`src/rtl/pipe_stage_reg_pkg.sv`:
```
// Shared definitions for the elastic pipeline stage register: occupancy state
// encoding plus payload layouts of the fixed stage boundaries that instantiate it.
package pipe_stage_reg_pkg;

    typedef enum logic [1:0] {
        ST_EMPTY = 2'd0,
        ST_ONE   = 2'd1,
        ST_FULL  = 2'd2
    } stage_state_e;

    // IF/ID boundary: {instr, pc}
    localparam int IF_ID_PC_OFF    = 0;
    localparam int IF_ID_PC_W      = 32;
    localparam int IF_ID_INSTR_OFF = IF_ID_PC_OFF + IF_ID_PC_W;
    localparam int IF_ID_INSTR_W   = 32;
    localparam int IF_ID_W         = IF_ID_INSTR_OFF + IF_ID_INSTR_W;

    // MEM/WB boundary: {reg_write, wb_data, rd}
    localparam int MEM_WB_RD_OFF    = 0;
    localparam int MEM_WB_RD_W      = 5;
    localparam int MEM_WB_WDATA_OFF = MEM_WB_RD_OFF + MEM_WB_RD_W;
    localparam int MEM_WB_WDATA_W   = 32;
    localparam int MEM_WB_REGWR_OFF = MEM_WB_WDATA_OFF + MEM_WB_WDATA_W;
    localparam int MEM_WB_W         = MEM_WB_REGWR_OFF + 1;

    function automatic logic [IF_ID_W-1:0] pack_if_id(
        input logic [IF_ID_INSTR_W-1:0] instr,
        input logic [IF_ID_PC_W-1:0]    pc
    );
        return {instr, pc};
    endfunction

    function automatic logic [MEM_WB_W-1:0] pack_mem_wb(
        input logic                      reg_write,
        input logic [MEM_WB_WDATA_W-1:0] wb_data,
        input logic [MEM_WB_RD_W-1:0]    rd
    );
        return {reg_write, wb_data, rd};
    endfunction

endpackage

```
`src/rtl/pipe_stage_reg.sv`:
```
// Elastic pipeline stage register: valid/ready handshake, flush to a bubble and
// an optional two-entry skid buffer that makes IN_READY a pure register output.
module pipe_stage_reg
    import pipe_stage_reg_pkg::*;
#(
    parameter int unsigned      WIDTH     = 32,
    parameter int unsigned      SKID      = 1,
    parameter logic [WIDTH-1:0] RESET_VAL = '0
) (
    input  logic             CLK,
    input  logic             RST,
    input  logic             FLUSH,
    input  logic             IN_VALID,
    output logic             IN_READY,
    input  logic [WIDTH-1:0] IN_DATA,
    output logic             OUT_VALID,
    input  logic             OUT_READY,
    output logic [WIDTH-1:0] OUT_DATA,
    output logic [1:0]       COUNT
);

    stage_state_e     state_reg, state_next;
    logic [WIDTH-1:0] main_reg, main_next;
    logic             in_ready;
    logic             out_valid;
    logic             in_fire;
    logic             out_fire;

    // Gating with RST keeps the handshake quiet even before the first reset edge.
    assign out_valid = (state_reg != ST_EMPTY) && !RST;
    assign in_fire   = IN_VALID && in_ready;
    assign out_fire  = out_valid && OUT_READY;

    assign IN_READY  = in_ready;
    assign OUT_VALID = out_valid;
    assign OUT_DATA  = main_reg;
    assign COUNT     = RST ? 2'd0 : state_reg;

    always_ff @(posedge CLK) begin
        if (RST) begin
            state_reg <= ST_EMPTY;
            main_reg  <= RESET_VAL;
        end else begin
            state_reg <= state_next;
            main_reg  <= main_next;
        end
    end

    generate
        if (SKID != 0) begin : g_skid
            logic [WIDTH-1:0] skid_reg, skid_next;
            logic             in_ready_reg;

            always_comb begin
                state_next = state_reg;
                main_next  = main_reg;
                skid_next  = skid_reg;
                if (FLUSH) begin
                    state_next = ST_EMPTY;
                    main_next  = RESET_VAL;
                    skid_next  = RESET_VAL;
                end else begin
                    case (state_reg)
                        ST_EMPTY: begin
                            if (in_fire) begin
                                state_next = ST_ONE;
                                main_next  = IN_DATA;
                            end
                        end
                        ST_ONE: begin
                            if (in_fire && out_fire) begin
                                main_next = IN_DATA;
                            end else if (in_fire) begin
                                state_next = ST_FULL;
                                skid_next  = IN_DATA;
                            end else if (out_fire) begin
                                state_next = ST_EMPTY;
                            end
                        end
                        ST_FULL: begin
                            // Skid entry is always younger than main, so it moves up only.
                            if (out_fire) begin
                                state_next = ST_ONE;
                                main_next  = skid_reg;
                            end
                        end
                        default: state_next = ST_EMPTY;
                    endcase
                end
            end

            always_ff @(posedge CLK) begin
                if (RST) begin
                    skid_reg     <= RESET_VAL;
                    in_ready_reg <= 1'b1;
                end else begin
                    skid_reg     <= skid_next;
                    in_ready_reg <= (state_next != ST_FULL);
                end
            end

            assign in_ready = in_ready_reg && !RST;
        end else begin : g_single
            always_comb begin
                state_next = state_reg;
                main_next  = main_reg;
                if (FLUSH) begin
                    state_next = ST_EMPTY;
                    main_next  = RESET_VAL;
                end else if (in_fire) begin
                    state_next = ST_ONE;
                    main_next  = IN_DATA;
                end else if (out_fire) begin
                    state_next = ST_EMPTY;
                end
            end

            assign in_ready = (!out_valid || OUT_READY) && !RST;
        end
    endgenerate

endmodule

```
`config.mk`:
```
export PLATFORM = sky130hd
export DESIGN_NAME = pipe_stage_reg
export DESIGN_NICKNAME = d
export VERILOG_FILES = /design/src/rtl/pipe_stage_reg_pkg.sv /design/src/rtl/pipe_stage_reg.sv
export SDC_FILE = /design/constraint.sdc
export NUM_CORES = 1
export LEC_CHECK = 0
export ABC_AREA = 1
export ABC_CLOCK_PERIOD_IN_PS = 2960
export CAP_MARGIN = 10
export CORE_MARGIN = 2
export CORE_UTILIZATION = 52
export CTS_BUF_LIST = sky130_fd_sc_hd__clkbuf_4
export CTS_CLUSTER_DIAMETER = 60
export DETAILED_ROUTE_END_ITERATION = 10
export PLACE_DENSITY = 0.86
export SYNTH_ARGS = -nofsm -noshare
export SYNTH_HDL_FRONTEND = slang
export SYNTH_SLANG_ARGS = --single-unit
export TNS_END_PERCENT = 1
```
`constraint.sdc`:
```
create_clock -name CLK -period 2.96 [get_ports CLK]
set_clock_uncertainty 0.15 [all_clocks]
set_input_delay 0.592 -clock CLK [delete_from_list [all_inputs] [get_ports CLK]]
set_output_delay 0.592 -clock CLK [all_outputs]
set_load 0.005 [all_outputs]
```
Word-level counts from Yosys, hierarchy flattened. Index checks and enable logic that the tools add are counted.

Word-level logic and storage cells: 35. Output and inout bits: 36. Input port bits: 37. Register bits after elaboration: 67.

Equality and inequality tests: 6. Mux-type cells: 12. Bitwise logic cells: 1. Reductions and logical operators: 12.

Operators by type and width (count): $mux W32 (3); $pmux W32 S3 (1); $mux W2 (7); $ne A2 B2 Y1 const B (4); $pmux W2 S3 (1); $logic_and A1 B1 Y1 (5); $reduce_and A4 Y1 (1); $reduce_and A3 Y1 (1); $reduce_bool A3 Y1 (1); $eq A2 B1 Y1 const B (1); $eq A2 B2 Y1 const B (1); $logic_not A2 Y1 (1); $reduce_bool A2 Y1 (1); $reduce_or A2 Y1 (1); $logic_not A1 Y1 (1); $not A1 Y1 (1).

Longest topological paths before layout.
Depth after elaboration: 9. Gate-level depth with buffers: 9. Gate-level depth less buffers: 8.

Worst setup path after synthesis. OpenSTA, ideal clock, no wires.

Kind: register to output. Start point: register state_reg[0]. End point: output port OUT_VALID. Required time: 2218 ps. Cell stages (with the launch flop): 4. Arrival: 820 ps. Slack: 1398 ps. Path through: dfxtp_1 -> inv_2 -> buf_1 -> a21oi_1.

Word-level cells in the longest chain between the ends: 2.

RTL lines: start, declared (line pipe_stage_reg.sv:22) `stage_state_e state_reg, state_next;`; start signal, assigned (line pipe_stage_reg.sv:44) `state_reg <= state_next;`; $reduce_bool A2 Y1 (line pipe_stage_reg.sv:30) `assign out_valid = (state_reg != ST_EMPTY) && !RST;`; $logic_and A1 B1 Y1 (line pipe_stage_reg.sv:30); end, declared (line pipe_stage_reg.sv:16) `output logic OUT_VALID,`.

Every way passes these cells.

Worst setup path after layout.
Start point: input port RST. End point: output port IN_READY.

Word-level cells in the longest chain between the ends: 2.

RTL lines: start, declared (line pipe_stage_reg.sv:11) `input logic RST,`; $logic_not A1 Y1 (line pipe_stage_reg.sv:102) `assign in_ready = in_ready_reg && !RST;`; $logic_and A1 B1 Y1 (line pipe_stage_reg.sv:102); end, declared (line pipe_stage_reg.sv:14) `output logic IN_READY,`.

Every way passes these cells.

==> impl_metrics.toml <==
[outcome]
status = "complete, but fails checks"
violations = "design-rule violations"

[clock_network]
numCtsBuffers = 9
clk-insertion-delay-late_ns = 0.42
cts_resized = 0
cts_tree = "yes"
hold_buffers = 0
htreeDepth = 3
clkSlewWorstSetupHoldPaths_ns = 0.09
cts-root-buf = "clkbuf_4"
clock-sinks = 67
post_cts_buffers = 0
clockBufferDepth = 2

[setup_path]
cpMostUsedCell = "clkdlybuf4s50_1"
worstPathMaxFanout = 6
path_class = "in -> out"
cp_slowest_cell = "clkdlybuf4s50_1"
startpoint = "RST"
crit_chain = "clkdlybuf4s50_1 > inv_2 > nand2_1 > inv_1 > clkdlybuf4s50_1"
crit_required_ns = 2.22
slowest_delay_ns = 0.59
critPathCaptureType = "primary output"
critPathArrivalTime_ns = 1.99
reg2reg_from = "state_reg[0]"
crit_path_start_kind = "input pin"

[timing]
timing.final.ws_setup_ns = 0.227
rsz0062_at_grt = "no"
slew_violations = 0
layout_min_cycle_time_ns = 2.73
tns_ns = 0
relSlewSlack_pct = 74.0
worstMarginPinSlew_ns = 0.390
final_hold_viol_count = 0
finalCritPeriodShare_pct = 92.3
setup_violations = 0
timing.fmax_ghz = 0.366

[finish]
drive_gt1_share_pct = 5.27
fill_cells = 566
final_cells = 684
diodes = 0
areaGrowthSynthToFinish_pct = 22.5
num-nets-final = 641

[die]
dieArea_sq_um = 7350
ios = 73
initial_utilization_pct = 54.1
coreArea_sq_um = 6420
rows = 29
die_h_um = 85.7
chipWidth_um = 85.7

[route]
wirelength_mm = 7.76
via_per_inst = 4.88
vias = 3341
drt_iter0_markers = 188
postRouteAntennaNets = 0
detail_route.wl_per_cell_um = 11.4
route.detailed.drc = 5
dr.pass1.iters = 9

[placement]
gp_congestion = 0.829
place_ws_ns = 0.226
dp_hpwl_mm = 4.73
portBuffers = 72
placed_cells = 670

[logic_synthesis]
synth_nets = 585
async_reset_ff_share_pct = 0
yosysTopAreaCellShare_pct = 38.6
yosys-top-cells-area = "dfxtp_1 (39%), nand2_1 (18%), nor2_1 (11%)"
yosys-top-cells-count = "nand2_1 (163), nor2_1 (100), dfxtp_1 (67), inv_1 (67), nand3_1 (67)"
ys.flop_type = "dfxtp_1"
yosysMostFrequentCell = "nand2_1"
ys_seq_elements = 67
synth_edf_count = 0
yosys_warnings = 0
ys_types = 21
syn_inst = 548
ys_seq_area_share_pct = 38.6
syn_avg_cell_area_sq_um = 6.34
synth_area_sq_um = 3470
synth_top_area_cell = "dfxtp_1"

[global_route]
first_global_vias = 3021
gr-total-overflow = 0
grt_pass1_wl_mm = 13.1
grt_usage_pct = 22.1
grt_max_degree = 66
grt_antenna_before_repair = 0

[worst_hold_path]
hp-start = "OUT_DATA[8]"
min_path_type = "reg -> reg"

[run]
cap_violations = 0

[power]
combPwrFrac_pct = 14.1
swShare_pct = 25.9
power.share.clock_pct = 32.8
peakVddDrop_mv = 0.342
power.internal_mw = 1.30
p_per_area_nw_per_um2 = 411
p_sw_uw = 453
pwr-share-seq_pct = 53.2
power_leakage_nw = 2.10
p_total_mw = 1.75
power groups by stage:
stage               registers (mW)  clock network (mW)  logic (mW)
finish                       0.930               0.573       0.246
global route                 0.933               0.625       0.275
detailed placement           0.951                   0       0.246
CTS                          0.930               0.589       0.247
global placement             0.950                   0       0.243
floorplan                    0.951                   0       0.139
metrics by stage:
stage / instance area [sq um] / utilization [%] / hold WS [ns]
finish: 4250 / 66.2 / 0.341
global route: 4250 / 66.2 / 0.364
CTS: 4250 / 66.2 / 0.349
detailed placement: 4140 / 64.4 / 0.321
global placement: 4140 / 64.4 / 0.310
floorplan: 3470 / - / 0.325
final cells by class:
type / instances / area (sq um) / share of cell area, %
multi-input cells: 375 / 1600 / 37.6
flip-flops and latches: 67 / 1340 / 31.5
repair buffers: 80 / 831 / 19.5
inverters: 71 / 267 / 6.26
well taps: 77 / 96.3 / 2.26
clock buffers: 10 / 75.1 / 1.76
clock inverters: 4 / 43.8 / 1.03
kinds of logic (layout without fill, tap and decap cells):
| group | Yosys count | count (layout) | synth area share (%) |
|---|---|---|---|
| xor gates and xnor gates | 1 | 1 | 0.252 |
| AOI/OAI and AO/OA | 36 | 36 | 5.37 |
| DFF | 67 | 67 | 38.6 |
| buffers and inverters | 106 | 165 | 15.7 |
| and+or+nand+nor | 338 | 338 | 40.1 |
per-layer routing:
layer	part of all wire, %	GRT usage [%]
met4	1.3	8.95
met5	0	0
met3	6.6	5.29
met2	46	37.8
met1	46	26.7
cell usage in the layout (no fill, tap or decap), drive strengths merged, types with 2 or more instances in the layout:
cell           instances
a21oi                 34
buf                    8
clkbuf                10
clkdlybuf4s50         72
clkinv                 3
dfxtp                 67
inv                   71
nand2                166
nand3                 69
nand4                  2
nor2                 101
critical path, delay by kind of cell:
kind	cells	cell delay [ns]
simple gates	1	0.06
buf+inv	4	1.33
final timing paths:
kind	end	slack (ns)	cells after the start
max	IN_READY	0.23	5
min	OUT_DATA[8]	0.34	2
max reg2reg	OUT_DATA[3]	1.08	8
min reg2reg	OUT_DATA[8]	0.34	2
(Power assumes the default switching activity.)
